===== config.mk =====
export PLATFORM = sky130hd
export DESIGN_NAME = uart_sim_fifo
export DESIGN_NICKNAME = d
export VERILOG_FILES = /design/src/rtl/uart_sim_fifo.sv
export SDC_FILE = /design/constraint.sdc
export NUM_CORES = 1
export LEC_CHECK = 0
export ABC_AREA = 1
export CAP_MARGIN = 25
export CORE_ASPECT_RATIO = 1.4
export CORE_MARGIN = 3
export CORE_UTILIZATION = 51
export DETAILED_ROUTE_END_ITERATION = 10
export PLACE_DENSITY_LB_ADDON = 0.12
export RECOVER_POWER = 25
export SETUP_SLACK_MARGIN = 0.02
export SLEW_MARGIN = 20
export SYNTH_ARGS = -nofsm -noshare
export SYNTH_HDL_FRONTEND = slang
export SYNTH_SLANG_ARGS = --single-unit

===== constraint.sdc =====
create_clock -name clk -period 2.77 [get_ports clk]
set_input_delay 0.554 -clock clk [delete_from_list [all_inputs] [get_ports clk]]
set_output_delay 0.554 -clock clk [all_outputs]
set_load 0.005 [all_outputs]

===== src/rtl/uart_sim_fifo.sv =====
// Simulation UART: CPU stores queue in a TX FIFO drained one character every DRAIN_CYCLES clocks.
// Optional build macro UART_SIM_IRQ_EN adds the irq output and the IRQCFG register at offset 0x10.
module uart_sim_fifo #(
  parameter logic [31:0] BASE_ADDR    = 32'h4000_0000,
  parameter int          FIFO_DEPTH   = 16,
  parameter int          DRAIN_CYCLES = 4
) (
  input  logic        clk,
  input  logic        rst_n,
  input  logic        write_enable,
  input  logic        read_enable,
  input  logic [31:0] address,
  input  logic [31:0] write_data,
  output logic [31:0] read_data,
`ifdef UART_SIM_IRQ_EN
  output logic        irq,
`endif
  output logic        tx_valid,
  output logic [7:0]  tx_byte
);
  localparam int            AW         = $clog2(FIFO_DEPTH);
  localparam int            TW         = (DRAIN_CYCLES > 1) ? $clog2(DRAIN_CYCLES) : 1;
  localparam int            LOAD_I     = DRAIN_CYCLES - 1;
  localparam logic [TW-1:0] TIMER_LOAD = LOAD_I[TW-1:0];
  localparam logic [AW:0]   DEPTH      = FIFO_DEPTH[AW:0];

  logic [31:0]   offset;
  logic          sel_txdata, sel_status, sel_ctrl, sel_txcount;
  logic [7:0]    mem [FIFO_DEPTH];
  logic [AW-1:0] wr_ptr, rd_ptr;
  logic [AW:0]   count, count_next;
  logic [TW-1:0] timer;
  logic          timer_active, drain_en, overflow;
  logic [31:0]   txcount;
  logic          full, empty, push_req, push_ok, pop, flush, overflow_set;
  logic [7:0]    count_byte;
  logic [31:0]   status_word, rd_mux;
  logic          unused_bits;
`ifdef UART_SIM_IRQ_EN
  logic          sel_irqcfg, empty_ie, overflow_ie;
`endif

  assign offset      = address - BASE_ADDR;
  assign sel_txdata  = (offset == 32'h0);
  assign sel_status  = (offset == 32'h4);
  assign sel_ctrl    = (offset == 32'h8);
  assign sel_txcount = (offset == 32'hC);
`ifdef UART_SIM_IRQ_EN
  assign sel_irqcfg  = (offset == 32'h10);
`endif
  assign unused_bits = ^write_data[31:8];

  assign full         = (count == DEPTH);
  assign empty        = (count == '0);
  assign flush        = write_enable && sel_ctrl && write_data[1];
  // The timer only runs while entries exist, so reaching zero always has a head to pop.
  assign pop          = timer_active && drain_en && (timer == '0) && !flush;
  assign push_req     = write_enable && sel_txdata;
  assign push_ok      = push_req && (!full || pop);
  assign overflow_set = push_req && full && !pop;
  assign count_next   = flush ? '0
                      : count + {{AW{1'b0}}, push_ok} - {{AW{1'b0}}, pop};

  assign count_byte  = 8'(count);
  assign status_word = {16'h0, count_byte, 4'h0, overflow, timer_active, empty, full};

  always_comb begin
    rd_mux = 32'h0;
    if (sel_status)       rd_mux = status_word;
    else if (sel_ctrl)    rd_mux = {31'h0, drain_en};
    else if (sel_txcount) rd_mux = txcount;
`ifdef UART_SIM_IRQ_EN
    else if (sel_irqcfg)  rd_mux = {30'h0, overflow_ie, empty_ie};
`endif
  end

  always_ff @(posedge clk) begin
    if (push_ok) mem[wr_ptr] <= write_data[7:0];
  end

  always_ff @(posedge clk or negedge rst_n) begin
    if (!rst_n) begin
      wr_ptr       <= '0;
      rd_ptr       <= '0;
      count        <= '0;
      timer        <= '0;
      timer_active <= 1'b0;
      drain_en     <= 1'b1;
      overflow     <= 1'b0;
      txcount      <= '0;
      read_data    <= '0;
      tx_valid     <= 1'b0;
      tx_byte      <= '0;
    end else begin
      count    <= count_next;
      tx_valid <= pop;
      if (read_enable) read_data <= rd_mux;

      if (push_ok) wr_ptr <= wr_ptr + AW'(1);
      if (flush)    rd_ptr <= wr_ptr;
      else if (pop) rd_ptr <= rd_ptr + AW'(1);

      if (pop) begin
        tx_byte <= mem[rd_ptr];
`ifndef SYNTHESIS
        $write("%c", mem[rd_ptr]);
`endif
      end

      // drain_en low freezes the timer in place; re-enabling resumes without a reload.
      if (flush) begin
        timer_active <= 1'b0;
      end else if (timer_active) begin
        if (drain_en) begin
          if (timer != '0)            timer <= timer - TW'(1);
          else if (count_next != '0) timer <= TIMER_LOAD;
          else                       timer_active <= 1'b0;
        end
      end else if (drain_en && !empty) begin
        timer_active <= 1'b1;
        timer        <= TIMER_LOAD;
      end

      if (write_enable && sel_ctrl) drain_en <= write_data[0];

      if (overflow_set)                                      overflow <= 1'b1;
      else if (write_enable && sel_status && write_data[3]) overflow <= 1'b0;

      if (write_enable && sel_txcount) txcount <= '0;
      else if (pop)                    txcount <= txcount + 32'd1;
    end
  end

`ifdef UART_SIM_IRQ_EN
  always_ff @(posedge clk or negedge rst_n) begin
    if (!rst_n) begin
      empty_ie    <= 1'b0;
      overflow_ie <= 1'b0;
      irq         <= 1'b0;
    end else begin
      if (write_enable && sel_irqcfg) begin
        empty_ie    <= write_data[0];
        overflow_ie <= write_data[1];
      end
      irq <= (empty_ie && empty) || (overflow_ie && overflow);
    end
  end
`endif

endmodule

---- Word level (Yosys, flattened, before mapping) ----
Memories as Yosys holds them, arrays and structs flattened. A register that Yosys moved wholly into a read port is not among the register bits.
Index checks and enable logic that the tools add are counted.
storage, ports and cells
  memories kept ........................... 1
  memory bits (writable) .................. 128
  flip-flop bits (word level) ............. 83
  output and inout port bits .............. 41
  logic and storage cells ................. 77
memories
  name  depth  width  read ports  clocked after memory_dff  write ports  line  text
  mem   16     8      1           1                         1            29    logic [7:0] mem [FIFO_DEPTH];
cells by class
  equality and inequality tests ........... 6
  bitwise gates (word level) .............. 1
  muxes and demuxes ....................... 23
  reductions and logical operators ........ 29
  $add $sub $neg .......................... 7
operators by type and width
  kind                    count
  $mux 32                 5
  $eq 32x4->1 const B     2
  $add 32x1->32 const B   1
  $eq 32x3->1 const B     1
  $logic_not 32->1        1
  $sub 32x31->32 const B  1
  $logic_and 1x1->1       13
  $mux 1                  10
  $mux 2                  5
  $reduce_bool 2->1       5
  $add 4x1->4 const B     2
  $mux 4                  2
  $add 5x1->5             1
  $eq 5x5->1 const B      1
  $logic_not 1->1         5
  $logic_not 5->1         1
  $mux 5                  1
  $reduce_bool 5->1       1
  $sub 5x1->5             1
  $reduce_and 4->1        1
  $ne 3x1->1 const B      1
  $logic_not 2->1         1
  $ne 2x1->1 const B      1
  $sub 2x1->2 const B     1
  2 further kinds         2

---- Longest topological paths before layout ----
Gate-level depths: netlist (run 1).
  depth in word-level cells ............... 17
  depth in mapped cells ................... 23

---- Least setup slack after synthesis (run 1) ----
No wires, ideal clock.
  path type ............................... input to register
  from .................................... input address[5]
  to ...................................... register timer[0]
  arrival time ............................ 2942 ps
  data required time ...................... 2654 ps
  slack ................................... -288 ps
  cell stages on the path ................. 20
  path through ............................ nor2_1 nand2_2 nor2_2 nand2_2 nor2_2 nand3_2 nand2_2 inv_2 buf_6 nand2_1 o21ai_0 ha_1 fa_1 nand3_1 nand2_1 xor2_1 o21ai_0 nand3_1 nand3_1 nand2_1
on the way
  longest elaborated chain between the ends .. 14
  elaborated cells on any way between the ends .. 17
  those cells by class .................... 3 x add/sub; 2 x eq/ne; 1 x mux; 1 x bitwise; 10 x reduce/logical
ends and longest elaborated chain
  element                              line  text
  start, declared                      12    input logic [31:0] address,
  $sub 32x31->32 *                     43    assign offset = address - BASE_ADDR;
  $eq 32x4->1                          46    assign sel_ctrl = (offset == 32'h8);
  $logic_and 1x1->1 (2 in series)      55    assign flush = write_enable && sel_ctrl && write_data[1];
  $logic_not 1->1                      57    assign pop = timer_active && drain_en && (timer == '0) && !flush;
  $logic_and 1x1->1                    57
  $logic_or 1x1->1                     59    assign push_ok = push_req && (!full || pop);
  $logic_and 1x1->1                    59
  $add 5x1->5                          62    : count + {{AW{1'b0}}, push_ok} - {{AW{1'b0}}, pop};
  $sub 5x1->5                          62
  $mux 5                               61    assign count_next = flush ? '0
  $reduce_bool 5->1                    116   else if (count_next != '0) timer <= TIMER_LOAD;
  $ne 3x1->1 (no source line)          --
  $reduce_and 4->1 (no source line) *  --
  end signal, assigned                 115   if (timer != '0) timer <= timer - TW'(1);
  end, declared                        32    logic [TW-1:0] timer;
Every way passes the cells marked *; elsewhere a longest branch is shown, timed or not.
A chain may end at the register's enable or synchronous reset.

---- Worst setup path in the final report (run 1) ----
  from .................................... register count[2]
  to ...................................... register timer[0]
on the way
  longest elaborated chain between the ends .. 10
  elaborated cells on any way between the ends .. 14
  those cells by class .................... 2 x add/sub; 2 x eq/ne; 1 x mux; 9 x reduce/logical
ends and longest elaborated chain
  element                              line  text
  start, declared                      31    logic [AW:0] count, count_next;
  start signal, assigned               95    count <= count_next;
  $eq 5x5->1                           53    assign full = (count == DEPTH);
  $logic_not 1->1                      59
  $logic_or 1x1->1                     59
  $logic_and 1x1->1                    59
  $add 5x1->5                          62
  $sub 5x1->5                          62
  $mux 5                               61
  $reduce_bool 5->1                    116
  $ne 3x1->1 (no source line)          --
  $reduce_and 4->1 (no source line) *  --
Marks and branches as above.

==> results, run 1 <==
- The flow ran to the end, but the final reports show violations.
- The final reports fail on capacitance limit, slew limit.
- The top cell type by area accounts for 38.1% of the synthesized area.
- The number of buffers added by the clock tree synthesis step is 21.
- The total DRC errors in the routed layout is 0.
- By instance count, the leading cell after synthesis is nand2_1.
- Combinational logic is responsible for 17.0% of the overall power.
- The analysis attributes to net switching a power of 2120 uW.
- In the post-synthesis netlist, the biggest area contributors are edfxtp_1, dfrtp_1, nand2_1.
- The layout overhead on the synthesized area is 22.2%.
- The total number of vias is 7625.
- The commonest cells after synthesis are nand2_1, edfxtp_1, dfrtp_1.
- The multi-input combinational cells in the finished layout cover a total of 0.00357 sq mm.
- The design draws 7870 uW.
- TritonCTS built the clock tree.
- STA puts the critical path data required time at 3.19 ns.
- The number of antenna diodes in the final layout is 0.
- The HPWL reported at the end of detailed placement is 17400 um.
- The placer's final routability congestion estimate is 0.947.
- The first-pass iteration count of the detailed router is 5.
- In this run the critical register-to-register path is captured at timer[0].
- After synthesis the netlist holds a flip-flop and latch count of 219.
- The largest voltage drop on the vdd net is 0.000508 V.
- The switching share of total power is 26.9%.
- The first global-routing pass estimated 40800 um of wire.
- In this run the remaining antenna-violating nets after routing total 0.
- Max-cap violations in this run came to 1.
- The biggest area contributor in the post-synthesis netlist is edfxtp_1.
- Summing all flip-flop and latch instances after layout gives 0.00612 sq mm.
- The routed wire length per instance is 18.9 um.
- After the first detailed-routing iteration, the DRC count stood at 630.
- Of the cells placed in the final design, the portion with a size suffix greater than 1 is 19.9%.
- The final cycle utilization of the critical path is 95.6%.
- Of all nets on the critical path, the largest fanout is 3.
- Summed over all cells, the static leakage comes to 0.00499 uW.
- The final layout contains routed wiring with a total length of 25900 um.
- The startpoint kind of the worst setup timing path is a flip-flop.
- Synthesis produced a netlist with a net count of 1047.
- The number of hold violations in the final report came to 0.
- With fillers left out, the area of the finished cells amounts to 0.0123 sq mm.
- For this design the ratio of total power to cell area is 638 mW/mm^2.
- Summed over all layers, the global routing overflow is 0.
- In the routed layout, each cell is associated on average with a via count of 5.55.
- Cell internal power was estimated by the tool at 5750 uW.
- The cell area after synthesis is 0.0101 sq mm.
- Per report_power, the sequential group accounts for 46.5% of the total.
- The category of the worst setup path capture point is a flip-flop.
- The mean instance size in the synthesized netlist is 10.4 sq um.
- The maximum number of pins on one net before global-route repair is 57.
- The sequential cell area fraction in the yosys report is 60.7%.
- After clock tree synthesis, the clock-pin slew on the worst setup and hold paths is 0.07 ns.
- Yosys printed 0 warnings.
- After routing, the total negative slack on setup checks comes to 0 ns.
- The share of total power dissipated in the clock network is 36.5%.
- The proportion of synthesized flip-flops having asynchronous set or reset is 41.6%.
- The number of antenna violations at the first check in global routing came to 0.
- In this run the horizontal extent of the chip is 125 um.
- The final-layout fill cell count is 1562.
- The die footprint is 0.0215 sq mm.
- The worst register-to-register path begins at count[2].
- The minimum clock period after layout is 2.65 ns.
- The effective utilization at floorplan is 52.3%.
- Clock skew on the completed layout was measured at 0.0110 ns.
- The remaining max-slew budget at the tightest pin is -9.41%.
- The top flip-flop cell by instance count after synthesis is edfxtp_1.
- Setup slack closes at 0.121 ns.
- The setup slack at placement is -0.611 ns.
- In this run the register-to-register setup slack is 0.12 ns.
- The aggregate global-route resource usage is 23.7%.
- The number of buffers added to fix hold violations after cts is 0.
- The count of final max-slew check failures is 32.
- The floorplan has 60 rows.
- The measured slew at the worst slew-check pin is 1.64 ns.
- The number of cells on the worst reg-to-reg path is 17.
- The count of flip-flops with a built-in enable after synthesis is 128.
- The placeable core region is 0.0193 sq mm.
- From bottom edge to top edge, the die measures 172 um.
- Clock tree synthesis selected as its root buffer the cell clkbuf_16.
- The arrival time of the worst setup path is 3.07 ns.
- The path class of the lowest-slack min-delay path is in2async.
- Clock latency on the worst-skew pair, taken at its later pin, is 0.49 ns.
- The number of distinct standard cells referenced by the synthesized netlist is 36.
- The total clock sinks is 219.
- Hold is met by 0.475 ns.
- The maximum clock frequency is 377 MHz.
- After the last flow step, the layout net total stands at 1193.
- The maximum buffer depth of the clock tree is 3.
- The H-tree depth is 1.
- The count of mapped cells out of synthesis is 966.
- Setup violations remaining at the end of the flow were counted as 0.
- The critical path is of the reg2reg type.
- During I/O placement, the number of pins put on the boundary was 109.
- The instance area after placement is 0.0115 sq mm.
- The via count of the first global-routing pass is 7696.
- The number of buffers inserted by port buffering is 84.
[layer usage]
layer,up-vias,routed length (um),GRT usage (%)
met4,0,567,5.33
met1,3726,10100,28.6
li1,3659,-,-
met5,-,0,0
met2,196,14200,46.0
met3,44,1040,2.41
[flip-flops by register name, summed over array words and instances, names as in the netlist]
signal        flops
mem             128
read_data        32
txcount          32
tx_byte           8
count             5
rd_ptr            4
wr_ptr            4
timer             2
drain_en          1
overflow          1
timer_active      1
tx_valid          1
[worst max path at each step]
stage                          end          from  slack [ns]
after CTS                 timer[0]  write_enable        0.05
after global routing      timer[0]   address[21]       -0.12
after floorplan           timer[1]   address[13]       -0.11
after detailed placement  timer[1]    address[3]       -0.61
final                     timer[0]      count[2]        0.12
after global placement    timer[1]    address[3]       -0.57
[metrics by stage]
| stage | util [%] | std cells |
|---|---|---|
| after floorplan | - | 966 |
| after global placement | 59.7 | 1312 |
| after detailed placement | 59.7 | 1312 |
| after CTS | 63.7 | 1361 |
| after global routing | 63.9 | 1373 |
| final | 63.9 | 1373 |
[what timing repair did]
item                                    in CTS  in global routing
pin swaps                                   38                 42
setup buffers                               13                 12
gates resized for setup                     33                 87
endpoints found under the setup margin       3                131
[power groups by stage]
stage | logic (uW) | clock network, uW | registers, uW
after floorplan | 769 | 0 | 3700
after global placement | 1330 | 0 | 3730
after detailed placement | 1350 | 0 | 3720
after CTS | 1350 | 2910 | 3660
after global routing | 1490 | 3040 | 3670
final | 1330 | 2870 | 3660
[layout by cell type, fill, tap and decap left out, drive strengths merged]
cell type      instances
nand2                229
edfxtp               128
dfrtp                 90
inv                   80
nor2                  80
buf                   79
nand3                 69
clkbuf                65
clkdlybuf4s50         49
o221ai                48
o21ai                 45
xor2                  36
a21oi                 35
o31ai                 24
nor3                  24
ha                    12
o22ai                 10
nand4                  6
clkdlybuf4s15          3
clkinv                 3
clkinvlp               2
o21bai                 1
xnor2                  1
o211ai                 1
o2bb2ai                1
fa                     1
dfstp                  1
dlygate4sd3            1
dlymetal6s2s           1
[layout make-up]
| cell class | count | share of cell area (%) |
|---|---|---|
| multi-input cells | 623 | 28.9 |
| flip-flops and latches | 219 | 49.7 |
| clock inverters | 4 | 0.234 |
| well taps | 248 | 2.52 |
| repair buffers | 166 | 10.7 |
| inverters | 81 | 2.47 |
| clock buffers | 32 | 5.44 |
[critical path, stage by stage (launching register included)]
cell      delay, ns
dfrtp_1        0.39
inv_2          0.10
ha_4           0.15
nand3_4        0.08
nor2_4         0.13
inv_2          0.05
o21bai_1       0.14
o21ai_1        0.09
ha_2           0.20
fa_2           0.35
nand3_2        0.08
nand2_2        0.06
xor2_2         0.15
o21ai_1        0.22
nand3_1        0.17
nand2_2        0.11
nand2_2        0.06
nand2_1        0.05
[logic make-up (layout without fill, tap and decap cells)]
logic type	after synthesis	count (layout)	synth area share [%]
AO/OA/AOI/OAI	165	165	12.0
AND/OR/NAND/NOR	408	408	17.2
flip-flops	219	219	60.7
XOR/XNOR	37	37	3.21
adder cells (fa/ha/maj)	13	13	1.69
buffers and inverters	124	283	5.19
(Power assumes the default switching activity.)
==> run 2: changes to the inputs <==
- CTS_CLUSTER_DIAMETER: not set -> 80
- SKIP_LAST_GASP: not set -> 1
==> results of run 2 <==
No change in the layout: final DEF, timing and power equal those of run 1.
==> run 3: changes to the inputs <==
- GPL_ROUTABILITY_DRIVEN: not set -> 0
==> run 3 against run 2 <==
  * The run still ends with capacitance limit, slew limit left
  * Via count is 1.6% lower
  * Utilization is 0.49 points lower
  * Sequential share of layout area up 0.39 points
  * Sequential power about the same
  * Clock skew increased by 0.0023 ns
  * Design area fell by 0.77%
  * Die area stayed put
  * Global-route usage fell by 0.46 points
  * Worst setup slack gained 0.037 ns
  * First-iteration DRC count down 27%
  * Critical path type unchanged
  * Critical endpoint is now timer_active
  * Largest power group unchanged
==> results, run 3 (synthesis results as in run 1) <==
- The setup slack at placement is -0.623 ns (was -0.611 ns).
- The path class of the lowest-slack min-delay path is reg2reg (was in2async).
- The final cycle utilization of the critical path is 94.3% (was 95.6%).
- The combinational cell fraction of total power was 16.9% (was 17.0%).
- The flip-flop count of the largest register after layout came to 128 (unchanged).
- The critical-path maximum fanout came to 3 (unchanged).
- The first-pass iteration count of the detailed router is 4 (was 5).
- The layout overhead on the synthesized area came to 21.3% (was 22.2%).
- The wire length of the first global-routing pass is 40000 um (was 40800 um).
- The final-layout fill cell count came to 1582 (was 1562).
- The buffer type at the clock tree root is clkbuf_16 (unchanged).
- The total number of nets in the final design came to 1181 (was 1193).
- The layer with the highest usage is met2 (unchanged).
- The total length of routed wires is 24900 um (was 25900 um).
- The maximum clock frequency is 383 MHz (was 377 MHz).
- The met1 track utilization from global routing came to 28.8% (was 28.6%).
- The layout cell share with drive strength beyond 1 is 17.8% (was 19.9%).
- The cell with the largest stage delay on the worst path was dfrtp_1 (unchanged).
- The total power divided by cell area is 639 mW/mm^2 (was 638 mW/mm^2).
- The total of endpoints with negative setup slack in the final report is 0 (unchanged).
- The total grt overflow is 0 (unchanged).
- Most used cells in the layout excluding fill and tap cells: nand2_1, edfxtp_1, dfrtp_1 (unchanged).
- The largest stage delay on the critical path is 0.39 ns (about the same).
- The terminus of the critical flop-to-flop path is timer_active (was timer[0]).
- The maximum number of pins on one net before global-route repair is 57 (unchanged).
- The instance area after placement was 0.0115 sq mm (about the same).
- The I/O pin total is 109 (unchanged).
- The sum of negative setup slack is 0 ns (unchanged).
- The met2 usage was 43.2% (was 46.0%).
- The worst reg-to-reg setup slack is 0.16 ns (was 0.12 ns).
- The path with the worst hold slack has its endpoint at read_data[15].
- The category of the critical setup timing path is reg2reg (unchanged).
- Crit path cell chain: inv_1 > ha_1 > nand2_1 > nor2_1 > nand2_2 > inv_2 > buf_4 > o21ai_1 > ha_2 > fa_2 > nand3_2 > nand2_1 > xor2_1 > o21ai_1 > buf_4 > nand3_1 > nand3_1 > inv_1 (was inv_2 > ha_4 > nand3_4 > nor2_4 > inv_2 > o21bai_1 > o21ai_1 > ha_2 > fa_2 > nand3_2 > nand2_2 > xor2_2 > o21ai_1 > nand3_1 > nand2_2 > nand2_2 > nand2_1).
- The post-route antenna net violation count is 0 (unchanged).
- The aggregate global-route resource usage was 23.2% (was 23.7%).
- The combined buffer and inverter count along the critical path came to 5 (was 2).
- The routed wire length per instance was 18.3 um (was 18.9 um).
- The placeable core region is 0.0193 sq mm (unchanged).
- The number of diodes is 0 (unchanged).
- Setup repair after global routing could not meet its margin everywhere.
- The die footprint is 0.0215 sq mm (unchanged).
- The maximum buffer depth of the clock tree is 3 (unchanged).
- Violations in the final reports: capacitance limit, slew limit (unchanged).
- The number of cells on the worst reg-to-reg path came to 18 (was 17).
- The die boundary height is 172 um (unchanged).
- The share of total power in the clock network is 36.2% (was 36.5%).
- The register name with the most flops is mem (unchanged).
- The arrival time of the worst setup path is 3.00 ns (was 3.07 ns).
- The worst clock skew is 0.0134 ns (was 0.0110 ns).
- The switching power total is 2110 uW (was 2120 uW).
- The CTS clock-pin slew for the worst setup and hold paths is 0.06 ns (was 0.07 ns).
- The sequential power share came to 46.9% (was 46.5%).
- The total number of vias is 7505 (was 7625).
- The count of final max-slew check failures was 37 (was 32).
- The total DRC errors in the routed layout is 0 (unchanged).
- The minimum clock period after layout is 2.61 ns (was 2.65 ns).
- The startpoint kind of the worst setup timing path is a flip-flop (unchanged).
- The clock latency on the worst-skew pair was 0.50 ns (was 0.49 ns).
- The total clock sinks is 219 (unchanged).
- The worst flop-to-flop path startpoint is timer[0] (was count[2]).
- The post-route non-filler standard cell count is 1363 (was 1373).
- The register area came to 0.00612 sq mm (unchanged).
- Registers with the most flip-flops: mem: 128 flops, read_data: 32 flops, txcount: 32 flops (unchanged).
- The core utilization of the finished layout is 63.4% (was 63.9%).
- The count of placed standard cells including taps is 1310 (was 1312).
- The measured slew at the worst slew-check pin is 2.04 ns (was 1.64 ns).
- The largest voltage drop on the vdd net is 0.000483 V (was 0.000508 V).
- The number of buffers added by the clock tree synthesis step is 21 (unchanged).
- The footprint of the multi-input gates was 0.00354 sq mm (was 0.00357 sq mm).
- The TritonCTS clock tree is yes (unchanged).
- The max capacitance violation total came to 1 (unchanged).
- The area of all placed cells without fillers is 0.0122 sq mm (was 0.0123 sq mm).
- The number of buffers added to fix hold violations after cts came to 0 (unchanged).
- The switching share of total power is 27.0% (was 26.9%).
- The internal power is 5710 uW (was 5750 uW).
- The number of antenna violations at the first check in global routing is 0 (unchanged).
- The via count of the first global-routing pass is 7639 (was 7696).
- The largest delay contributor family on the critical path is adder cells (was simple AND/OR/NAND/NOR gates).
- The via density per instance is 5.51 (was 5.55).
- The number of buffers inserted by port buffering is 84 (unchanged).
- The number of instances on the worst hold path is 2.
- The HPWL reported at the end of detailed placement is 17100 um (was 17400 um).
- The global-route track usage on met3 was 2.32% (was 2.41%).
- The commonest non-fill, non-tap cell in the layout was nand2_1 (unchanged).
- The width of the die is 125 um (unchanged).
- The post-layout worst setup margin was 0.158 ns (was 0.121 ns).
- The remaining max-slew budget at the tightest pin is -36.0% (was -9.41%).
- Outcome: complete, but fails checks (unchanged).
- The number of hold violations in the final report is 0 (unchanged).
- The floorplan row count was 60 (unchanged).
- The leakage component of the power is 0.00495 uW (was 0.00499 uW).
- The effective utilization at floorplan is 52.3% (unchanged).
- The data required time at the worst endpoint is 3.16 ns (was 3.19 ns).
- The number of design-rule violations left by the first detailed-router iteration is 458 (was 630).
- The H-tree depth was 1 (unchanged).
- The category of the worst setup path capture point is a flip-flop (unchanged).
- The startpoint identified for the worst hold timing path is read_data[15].
[run 3: cell count changes in the layout (fill, tap and decap cells not counted), moves of 3 or more]
| cell | delta |
|---|---|
| buf_4 | -10 |
| clkbuf_2 | -6 |
| clkbuf_8 | -3 |
| clkdlybuf4s15_1 | +5 |
| clkinv_2 | +5 |
| nand2_1 | +7 |
| nand2_2 | -7 |
[run 3: power by group through the flow]
stage / combinational (uW) / clock [uW] / sequential [uW]
global route: 1480 / 2990 / 3680
finish: 1320 / 2830 / 3660
global placement: 1320 / 0 / 3730
CTS: 1340 / 2890 / 3660
floorplan: 769 / 0 / 3700
detailed placement: 1340 / 0 / 3730
[run 3: cell type report]
type / instances / area share [%]
inverter: 81 / 2.49
clock buffer: 30 / 5.03
clock inverter: 8 / 0.563
multi-input combinational: 623 / 29.0
tap: 248 / 2.54
sequential: 219 / 50.1
timing repair buffer: 154 / 10.3
[run 3: worst min-delay path: stages (launching register included)]
cell     delay [ns]
dfrtp_1        0.34
nand2_1        0.05
o31ai_1        0.05
[run 3: how the worst max path moves through the flow]
stage	from	endpoint	slack, ns	depth (start not counted)
2_1_floorplan	address[13]	timer[1]	-0.11	20
3_3_place_gp	address[3]	timer[1]	-0.58	21
3_5_place_dp	address[15]	timer[1]	-0.62	20
4_1_cts	write_enable	timer[0]	0.06	13
5_1_grt	count[3]	timer[1]	-0.05	17
6_report	timer[0]	timer_active	0.16	18
[run 3: through the flow]
step	total power, uW	hold WS, ns
after floorplan	4470	0.258
after global placement	5050	0.466
after detailed placement	5070	0.464
after CTS	7890	0.0245
after global routing	8150	0.501
final	7820	0.478
[run 3: repair_timing]
| item | 4_1_cts | 5_1_grt |
|---|---|---|
| pin swaps | 32 | 41 |
| setup endpoints to repair | 3 | 3 |
| resized for setup | 33 | 72 |
| buffers inserted | 6 | 9 |
[run 3: metal layers]
layer | vias to the layer above | wire, um
met5 | - | 0
met4 | 0 | 659
met3 | 45 | 864
met2 | 174 | 13200
met1 | 3652 | 10200
li1 | 3634 | -
==> RTL change, RTL diff (flow settings as in run 3) <==
Put one more register stage on the output `read_data`, without a reset. The value now appears one clock later. The other outputs are not delayed to match.
--- a/src/rtl/uart_sim_fifo.sv
+++ b/src/rtl/uart_sim_fifo.sv
@@ -23,6 +23,8 @@
   localparam int            LOAD_I     = DRAIN_CYCLES - 1;
   localparam logic [TW-1:0] TIMER_LOAD = LOAD_I[TW-1:0];
   localparam logic [AW:0]   DEPTH      = FIFO_DEPTH[AW:0];
+
+  logic [31:0] read_data_s0;
 
   logic [31:0]   offset;
   logic          sel_txdata, sel_status, sel_ctrl, sel_txcount;
@@ -88,13 +90,13 @@
       drain_en     <= 1'b1;
       overflow     <= 1'b0;
       txcount      <= '0;
-      read_data    <= '0;
+      read_data_s0 <= '0;
       tx_valid     <= 1'b0;
       tx_byte      <= '0;
     end else begin
       count    <= count_next;
       tx_valid <= pop;
-      if (read_enable) read_data <= rd_mux;
+      if (read_enable) read_data_s0 <= rd_mux;
 
       if (push_ok) wr_ptr <= wr_ptr + AW'(1);
       if (flush)    rd_ptr <= wr_ptr;
@@ -147,4 +149,8 @@
   end
 `endif
 
+  always_ff @(posedge clk) begin
+    read_data <= read_data_s0;
+  end
+
 endmodule
Function: changed (a bounded check fails within 4 cycles, from zero or initial values and one cycle with rst_n low).
==> RTL change against run 3 <==
The run still ends with capacitance limit, slew limit left; sequential share of layout area up 2.1 points; wire length grew 4.1%; setup slack worse by 46 ps; total power up 21%; core utilization grew 1.2 points; combinational power increased by 45%; sequential cell count up 32; count of clock-buffer cells in the layout is 8 higher; synthesized cell count grew 3.7%; synthesized area is 4.4% higher; cell area grew 6.0%; critical endpoint is now timer[1]; largest power group unchanged.
==> RTL change: results (changes against run 3) <==
- Sequential fraction of the synthesis area: 64.22% (+3.5 points)
- Sw power: 2713 µW (+29%)
- Antenna cells: 0 (unchanged)
- Complex-gate fraction of the synthesized area: 10.51% (-1.5 points)
- Clock Tree Root: clkbuf_16
- Max reg flops: 128 (unchanged)
- Status: finished, violations left
- Largest cells by area after synthesis: edfxtp_1, dfrtp_1, nand2_1, dfxtp_1, o221ai_1
- Slew Viols, Final: 43 (+16%)
- Peak supply drop: 0.0005929 V (+23%)
- Synth Area in XOR/XNOR: 2.245% (-0.97 points)
- Skew-Pair Late Insertion Delay: 520 ps (+20 ps)
- Worst Skew: 14.33 ps (+0.9380 ps)
- Vias in the first global route: 7818 (+2.3%)
- Post-synth EDFFs: 128 (unchanged)
- Total GRT Usage: 23.11% (-0.12 points)
- Synth cell types: 41 (+14%)
- Largest register by flop count: mem
- Fill cells: 1609 (+1.7%)
- Initial antenna violation count: 0 (unchanged)
- DR pass1 iterations: 5 (+1)
- Clock transition at path regs: 60 ps (about the same)
- HP Class: register to register
- Synth Warn #: 0 (unchanged)
- First-iteration detailed-routing DRC count: 540 (+18%)
- Async S/R FF share, synth: 36.25% (-5.3 points)
- Layout Nets: 1215 (+2.9%)
- Largest net degree at the start of global routing: 55 (-3.5%)
- Commonest cells in the synthesized netlist: nand2_1, edfxtp_1, dfrtp_1, nor2_1, inv_1
- HPWL after detailed placement: 17.90 mm (+5.0%)
- Violated checks: capacitance limit, slew limit
- First-pass GRT wire length: 40.97 mm (+2.4%)
- Share of layout cells above drive strength 1: 14.84% (-2.9 points)
- Leakage: 0.005331 µW (+7.7%)
- Syn nets: 1083 (+3.4%)
- Maxcap violations: 1 (unchanged)
- Post-CTS Setup Bufs: 6 (unchanged)
- H-tree depth: 1 (unchanged)
- Worst Tran Pin Value: 2410 ps (+369.5 ps)
- CTS buffer count: 24 (+14%)
- Mux contribution to synthesized area: 0% (unchanged)
- Wirelength, routed: 25.96 mm (+4.1%)
- Worst-path fanout max: 4 (+1)
- Via density: 5.447 (-1.1%)
- Post-cts resize count: 41 (+24%)
- Post-Synth Adder-Cell Area: 1.616% (-0.071 points)
RTL change: cell count changes in the layout (fill, tap and decap cells not counted), sizes merged, moves of 3 or more:
cell,run 3,this run
a21oi,35,41
buf,69,61
clkbuf,56,48
clkdlybuf4s15,8,13
clkinv,8,5
dfxtp,0,32
dlygate4sd2,0,13
inv,80,83
nand2,229,241
nand3,69,59
nor2,80,89
nor3,24,20
o21ai,45,40
xor2,36,26
RTL change: logic make-up after synthesis:
family,Yosys count
buffers and inverters,126
and+or+nand+nor,419
adders and majority gates,13
xor gates and xnor gates,27
AOI/OAI and AO/OA,166
DFF,251
RTL change: metal layers:
metal | share of wire (%) | wire length, µm | global-route usage [%]
met2 | 53 | 13760 | 41.74
met5 | 0 | 0 | 0
met3 | 3.6 | 941 | 2.482
met1 | 40 | 10420 | 28.46
met4 | 3.3 | 845 | 8.542
RTL change: power by group through the flow:
stage | Clock (µW) | Combinational, µW | Sequential [µW]
6_report | 3290 | 1920 | 4270
5_1_grt | 3480 | 2160 | 4290
4_1_cts | 3350 | 1920 | 4270
3_5_place_dp | 0 | 1930 | 4340
3_3_place_gp | 0 | 1910 | 4340
2_1_floorplan | 0 | 1210 | 4300
RTL change: worst paths after layout:
| check | depth (start not counted) | slack (ps) | endpoint | startpoint |
|---|---|---|---|---|
| max in group asynchronous | 2 | 450 | tx_valid | rst_n |
| min in group asynchronous | 1 | 780 | read_data_s0[27] | rst_n |
| max | 17 | 110 | timer[1] | address[25] |
| min | 0 | 370 | read_data[21] | read_data_s0[21] |
| min reg2reg | 0 | 370 | read_data[21] | read_data_s0[21] |
| max reg2reg | 18 | 130 | timer[1] | timer[0] |
RTL change: cell type report:
| cell class | count | area [µm²] | area share, % |
|---|---|---|---|
| clock buffers | 38 | 742.0 | 5.726 |
| multi-input cells | 625 | 3453 | 26.65 |
| flip-flops and latches | 251 | 6763 | 52.19 |
| repair buffers | 148 | 1300 | 10.03 |
| inverters | 84 | 322.8 | 2.491 |
| clock inverters | 6 | 61.31 | 0.4732 |
| well taps | 252 | 315.3 | 2.433 |
RTL change: through the flow:
step                      setup WS (ps)  instances  hold WS, ps  TNS (ps)  cell area, µm²
after floorplan                  -134.3       1002        258.4    -328.8           10620
after CTS                         41.67       1396        42.70         0           12830
final                             111.5       1404        368.5         0           12960
after global routing             -57.53       1404        381.7    -505.5           12960
after detailed placement         -791.7       1346        356.3    -64970           11990
after global placement           -702.7       1346        353.3    -59220           11990
RTL change: worst max-delay path: stages:
cell and delay (ps):
clkdlybuf4s15_1 220, nor2_4 110, nand2_1 60, nor2_2 140, nand2_2 90, nor2_4 140
nand3_4 110, nand2_8 90, inv_8 40, buf_6 110, o21ai_2 140, ha_2 210
fa_2 470, o31ai_4 280, nand3_2 130, nand3_1 110, nand2_1 60
